--- src/rtl/perf_counter_reader_if.sv ---
// Bundle between the counter bank / host read path and perf_counter_reader.
// Signal suffixes are from the reader's point of view (slave modport).
interface perf_counter_reader_if #(
    parameter int NUM_COUNTERS = 4,
    parameter int DATA_WIDTH   = 32,
    parameter int IDX_WIDTH    = 2
);
    logic                               snap_req_i;
    logic [NUM_COUNTERS*DATA_WIDTH-1:0] cnt_in_i;
    logic                               rd_ready_i;
    logic                               cnt_clr_o;
    logic                               busy_o;
    logic                               rd_valid_o;
    logic [DATA_WIDTH-1:0]              rd_data_o;
    logic [IDX_WIDTH-1:0]               rd_idx_o;
    logic                               rd_last_o;
    logic                               snap_dropped_o;

    modport slave (
        input  snap_req_i,
        input  cnt_in_i,
        input  rd_ready_i,
        output cnt_clr_o,
        output busy_o,
        output rd_valid_o,
        output rd_data_o,
        output rd_idx_o,
        output rd_last_o,
        output snap_dropped_o
    );

    modport master (
        output snap_req_i,
        output cnt_in_i,
        output rd_ready_i,
        input  cnt_clr_o,
        input  busy_o,
        input  rd_valid_o,
        input  rd_data_o,
        input  rd_idx_o,
        input  rd_last_o,
        input  snap_dropped_o
    );
endinterface

--- src/rtl/perf_counter_reader.sv ---
// Snapshots the perf-counter bank into shadow registers in one cycle, optionally
// clears the counters, then streams the frozen values one per valid/ready beat.
module perf_counter_reader #(
    parameter int NUM_COUNTERS  = 4,
    parameter int DATA_WIDTH    = 32,
    parameter int IDX_WIDTH     = 2,
    parameter int CLEAR_ON_SNAP = 1
) (
    input  logic clk,
    input  logic rst,
    perf_counter_reader_if.slave bus
);

    typedef enum logic {
        IDLE,
        SEND
    } state_e;

    state_e                 state_q, state_d;
    logic [IDX_WIDTH-1:0]   idx_q, idx_d;
    logic                   cnt_clr_q, cnt_clr_d;
    logic                   dropped_q, dropped_d;
    logic [DATA_WIDTH-1:0]  shadow_q [NUM_COUNTERS];
    logic                   capture;
    logic                   is_last;
    logic                   xfer;

    assign is_last = (idx_q == IDX_WIDTH'(NUM_COUNTERS - 1));
    assign xfer    = (state_q == SEND) && bus.rd_ready_i;

    always_ff @(posedge clk) begin
        if (rst) begin
            state_q   <= IDLE;
            idx_q     <= '0;
            cnt_clr_q <= 1'b0;
            dropped_q <= 1'b0;
        end else begin
            state_q   <= state_d;
            idx_q     <= idx_d;
            cnt_clr_q <= cnt_clr_d;
            dropped_q <= dropped_d;
        end
    end

    // A request landing on the final beat restarts the stream with no idle gap.
    always_comb begin
        state_d   = state_q;
        idx_d     = idx_q;
        cnt_clr_d = 1'b0;
        dropped_d = dropped_q;
        capture   = 1'b0;
        unique case (state_q)
            IDLE: begin
                if (bus.snap_req_i) begin
                    capture = 1'b1;
                end
            end
            SEND: begin
                if (xfer && is_last) begin
                    if (bus.snap_req_i) begin
                        capture = 1'b1;
                    end else begin
                        state_d = IDLE;
                        idx_d   = '0;
                    end
                end else begin
                    if (xfer) begin
                        idx_d = idx_q + IDX_WIDTH'(1);
                    end
                    if (bus.snap_req_i) begin
                        dropped_d = 1'b1;
                    end
                end
            end
            default: begin
                state_d = IDLE;
                idx_d   = '0;
            end
        endcase
        if (capture) begin
            state_d   = SEND;
            idx_d     = '0;
            dropped_d = 1'b0;
            cnt_clr_d = (CLEAR_ON_SNAP != 0);
        end
    end

    always_ff @(posedge clk) begin
        if (rst) begin
            for (int i = 0; i < NUM_COUNTERS; i++) begin
                shadow_q[i] <= '0;
            end
        end else if (capture) begin
            for (int i = 0; i < NUM_COUNTERS; i++) begin
                shadow_q[i] <= bus.cnt_in_i[i*DATA_WIDTH +: DATA_WIDTH];
            end
        end
    end

    assign bus.busy_o         = (state_q == SEND);
    assign bus.rd_valid_o     = (state_q == SEND);
    assign bus.rd_data_o      = shadow_q[idx_q];
    assign bus.rd_idx_o       = idx_q;
    assign bus.rd_last_o      = (state_q == SEND) && is_last;
    assign bus.cnt_clr_o      = cnt_clr_q;
    assign bus.snap_dropped_o = dropped_q;

endmodule
--- src/flat_wrapper.sv ---
// flat-port wrapper written by rule: the top's interface ports become plain ports
module perf_counter_reader_flat 
#(
    parameter int NUM_COUNTERS  = 4,
    parameter int DATA_WIDTH    = 32,
    parameter int IDX_WIDTH     = 2,
    parameter int CLEAR_ON_SNAP = 1
)
  (clk, rst, bus_snap_req_i, bus_cnt_in_i, bus_rd_ready_i, bus_cnt_clr_o, bus_busy_o, bus_rd_valid_o, bus_rd_data_o, bus_rd_idx_o, bus_rd_last_o, bus_snap_dropped_o);
  perf_counter_reader_if #(.NUM_COUNTERS(NUM_COUNTERS), .DATA_WIDTH(DATA_WIDTH), .IDX_WIDTH(IDX_WIDTH)) bus_i ();
  input  logic clk;
  input  logic rst;
  input wire logic [$bits(bus_i.snap_req_i)-1:0] bus_snap_req_i;
  input wire logic [$bits(bus_i.cnt_in_i)-1:0] bus_cnt_in_i;
  input wire logic [$bits(bus_i.rd_ready_i)-1:0] bus_rd_ready_i;
  output wire logic [$bits(bus_i.cnt_clr_o)-1:0] bus_cnt_clr_o;
  output wire logic [$bits(bus_i.busy_o)-1:0] bus_busy_o;
  output wire logic [$bits(bus_i.rd_valid_o)-1:0] bus_rd_valid_o;
  output wire logic [$bits(bus_i.rd_data_o)-1:0] bus_rd_data_o;
  output wire logic [$bits(bus_i.rd_idx_o)-1:0] bus_rd_idx_o;
  output wire logic [$bits(bus_i.rd_last_o)-1:0] bus_rd_last_o;
  output wire logic [$bits(bus_i.snap_dropped_o)-1:0] bus_snap_dropped_o;
  assign bus_i.snap_req_i = bus_snap_req_i;
  assign bus_i.cnt_in_i = bus_cnt_in_i;
  assign bus_i.rd_ready_i = bus_rd_ready_i;
  assign bus_cnt_clr_o = bus_i.cnt_clr_o;
  assign bus_busy_o = bus_i.busy_o;
  assign bus_rd_valid_o = bus_i.rd_valid_o;
  assign bus_rd_data_o = bus_i.rd_data_o;
  assign bus_rd_idx_o = bus_i.rd_idx_o;
  assign bus_rd_last_o = bus_i.rd_last_o;
  assign bus_snap_dropped_o = bus_i.snap_dropped_o;
  perf_counter_reader #(.NUM_COUNTERS(NUM_COUNTERS), .DATA_WIDTH(DATA_WIDTH), .IDX_WIDTH(IDX_WIDTH), .CLEAR_ON_SNAP(CLEAR_ON_SNAP)) u_core (.clk(clk), .rst(rst), .bus(bus_i));
endmodule
--- config.mk ---
export PLATFORM = sky130hd
export DESIGN_NAME = perf_counter_reader_flat
export DESIGN_NICKNAME = d
export VERILOG_FILES = /design/src/rtl/perf_counter_reader_if.sv /design/src/rtl/perf_counter_reader.sv /design/src/flat_wrapper.sv
export SDC_FILE = /design/constraint.sdc
export NUM_CORES = 1
export LEC_CHECK = 0
export CORE_ASPECT_RATIO = 0.7
export CORE_MARGIN = 2
export CORE_UTILIZATION = 35
export CTS_BUF_LIST = sky130_fd_sc_hd__clkbuf_4
export CTS_CLUSTER_DIAMETER = 60
export DETAILED_ROUTE_END_ITERATION = 8
export PLACE_DENSITY = 0.67
export RECOVER_POWER = 100
export SYNTH_ARGS = -nofsm -noshare
export SYNTH_HDL_FRONTEND = slang
export SYNTH_SLANG_ARGS = --single-unit
--- constraint.sdc ---
create_clock -name clk -period 12.23 [get_ports clk]
set_clock_uncertainty 0.2 [all_clocks]
set_input_delay 2.446 -clock clk [delete_from_list [all_inputs] [get_ports clk]]
set_output_delay 2.446 -clock clk [all_outputs]
set_load 0.01 [all_outputs]
==> run_results.csv <==
group,metric,value,unit
setup_path,rr_startpoint,"u_core.bus.rd_idx_o[0]",
placement,gp_congestion,0.806,
setup_path,path_class,"input pin to register",
layout,n_antenna_cell,0,
hold_path,hold_depth,2,
timing,rsz0062_at_grt,"no",
drt,wirelength,11.9,mm
timing,slew_headroom,-1.76,
cts,cts_buffers,17,
timing,period_needed,6.95,ns
logic_synthesis,synth_enable_flop_cells,128,
layout,area_growth_syn_to_layout,38.0,%
run,drv_cap,3,
logic_synthesis,dominantRegCellSynth,"edfxtp_1",
floorplanning,die_x,157,um
cts,clk_pin_slew,0.12,ns
cts,hold_buffers,0,
drt,drtIter0Drc,146,
cts,cts.sinks,135,
cts,cts.path.max_buffers,2,
logic_synthesis,yosys_warnings,0,
logic_synthesis,syn-num-nets,471,
drt,drc_errors,0,
setup_path,r2r-end,"u_core.shadow_q[0][16]",
floorplanning,io_pins,171,
floorplanning,coreArea,16200,um2
timing,fin_tns_setup,0,ns
drt,post_drt_via_cell_ratio,4.43,
layout,layout_common_cells,"131 x clkdlybuf4s50_1, 128 x edfxtp_1, 95 x and2_0",
layout,final_net_count,642,
global_routing,grt_use_met2,0.217,
drt,first_pass_iters,5,
hold_path,hp-class,"register to register",
hold_path,min_from,"u_core.bus.snap_dropped_o",
floorplanning,initial_utilization,0.356,
power_and_ir_drop,power_density,123,nW/um2
logic_synthesis,netlist_area,5760,um2
logic_synthesis,syn_avg_cell_area,17.1,um2
cts,root_buffer,"clkbuf_4",
cts,postCtsSetupBuffers,0,
power_and_ir_drop,ir_drop,0.0547,mV
status,violations,"capacitance limit, slew limit",
global_routing,grt-ovfl-total,0,
setup_path,critPathArrivalTime,6.90,ns
setup_path,path_max_fanout,71,
floorplanning,num_rows,39,
cts,h-tree-depth,4,
layout,multi_input_comb_area,1660,um2
global_routing,busiest_layer,"met2",
timing,setup_slack,5.28,ns
placement,io_buffers,170,
placement,place_area,7670,um2
layout,seq_area,3990,um2
setup_path,worstRegToRegCells,5,
setup_path,cp.required,12.17,ns
timing,max_freq,144,MHz
floorplanning,die_area,17500,um2
global_routing,grt_pass1_wl,18.4,mm
timing,fin_crit_sh,0.569,
timing,hold_viol,0,
layout,stdcell_area,7950,um2
power_and_ir_drop,p_leak,2.85,nW
timing,setup_viol_count_final,0,
placement,hpwl,7.85,mm
drt,wl_per_cell,15.9,um
global_routing,grt_usage,0.142,
status,status,"finished with violations",
placement,dpl_worst_slack,6.85,ns
logic_synthesis,async_flop_share,0,
global_routing,grt_util_met3,0.0654,
setup_path,end_kind,"register",
layout,final_common_cell,"clkdlybuf4s50_1",
layout,fin_util,0.491,
power_and_ir_drop,power.total,0.977,mW
drt,antenna_left,0,
timing,finalMaxSlewViolations,225,
layout,n_fill_cell,1382,
drt,vias,3306,
logic_synthesis,ys_seq_area_frac,0.691,
cts,cts_tree,"done",
floorplanning,die_h,111,um
setup_path,start_kind,"input pin",
hold_path,hold_end,"u_core.bus.snap_dropped_o",
cts,worstSkewPairLatency,0.52,ns
timing,tightestPinTransition,4.14,ns
global_routing,use_met1,0.180,
logic_synthesis,yosys_register_bits,135,
global_routing,grt_max_degree,130,
global_routing,antenna_found_initial,0,
setup_path,rrSetupSlack,7.23,ns
layout,drive_gt1_frac,0.128,
cts,cts_resized,0,
logic_synthesis,netlist_instances,338,
logic_synthesis,synth_cell_types,21,
global_routing,grt_pass1_vias,3541,
[cells by family (layout without fill, tap and decap cells)]
group	count (synthesis)	in the layout	share of synthesized area
AND/OR/NAND/NOR	139	139	0.148
flip-flops	135	135	0.691
multiplexers	33	33	0.127
buffers and inverters	24	208	0.0237
AO/OA/AOI/OAI	6	6	0.00803
adder cells (fa/ha/maj)	1	1	0.00217
[flip-flops by register name (all words and copies together), names as in the netlist, named ones only]
| signal | flops |
|---|---|
| u_core.shadow_q | 128 |
| u_core.bus.rd_idx_o | 2 |
| u_core.bus.busy_o | 1 |
| u_core.bus.cnt_clr_o | 1 |
| u_core.bus.snap_dropped_o | 1 |
[how the worst max path moves through the flow]
| stage | cells past startpoint | end | start |
|---|---|---|---|
| after global placement | 5 | u_core.shadow_q[2][24] | bus_snap_req_i |
| after floorplan | 2 | u_core.shadow_q[0][0] | bus_rd_ready_i |
| after CTS | 3 | bus_rd_data_o[14] | register |
| after detailed placement | 5 | u_core.shadow_q[3][23] | bus_snap_req_i |
| final | 5 | u_core.shadow_q[0][16] | bus_rd_ready_i |
| after global routing | 5 | u_core.shadow_q[1][11] | bus_rd_ready_i |
[synth_stat cells, types with 2 or more instances]
| cell type | instances | share of area |
|---|---|---|
| edfxtp_1 | 128 | 0.67 |
| clkbuf_2 | 11 | 0.0096 |
| buf_1 | 3 | 0.0020 |
| buf_2 | 2 | 0.0017 |
| inv_1 | 2 | 0.0013 |
| buf_6 | 2 | 0.0039 |
| mux4_2 | 32 | 0.13 |
| and2_1 | 129 | 0.14 |
| buf_4 | 4 | 0.0052 |
| dfxtp_1 | 7 | 0.024 |
| nor2_1 | 7 | 0.0046 |
| a21oi_1 | 2 | 0.0017 |
[per-layer routing]
layer	part of all wire	up-vias
met5	0	-
met4	0.0090	0
met3	0.091	10
met1	0.43	1588
met2	0.47	118
li1	-	1590
[power breakdown]
part,total [mW],switching [mW],internal [mW],leakage (nW)
sequential,0.553,0.0104,0.543,1.44
clock,0.307,0.161,0.146,0.160
combinational,0.117,0.0428,0.0745,1.25
[per-stage QoR]
step / std cells / hold WS, ns
floorplan: 338 / 0.304
global placement: 715 / 0.267
detailed placement: 715 / 0.277
CTS: 747 / 0.301
global route: 747 / 0.330
finish: 747 / 0.287
[cell type report]
cell class	count	area share
Clock buffer	19	0.0179
Sequential cell	135	0.501
Clock inverter	13	0.0194
Multi-Input combinational cell	179	0.208
Inverter	2	0.000944
Timing Repair Buffer	174	0.217
Tap cell	225	0.0354
[worst max-delay path, cell delays in order]
cell and delay, ns:
dlygate4sd3_1 0.61, a21boi_0 0.28, o21bai_4 0.19, clkbuf_1 2.29
buf_4 0.99
No activity file was read; power rests on OpenSTA's default activity.
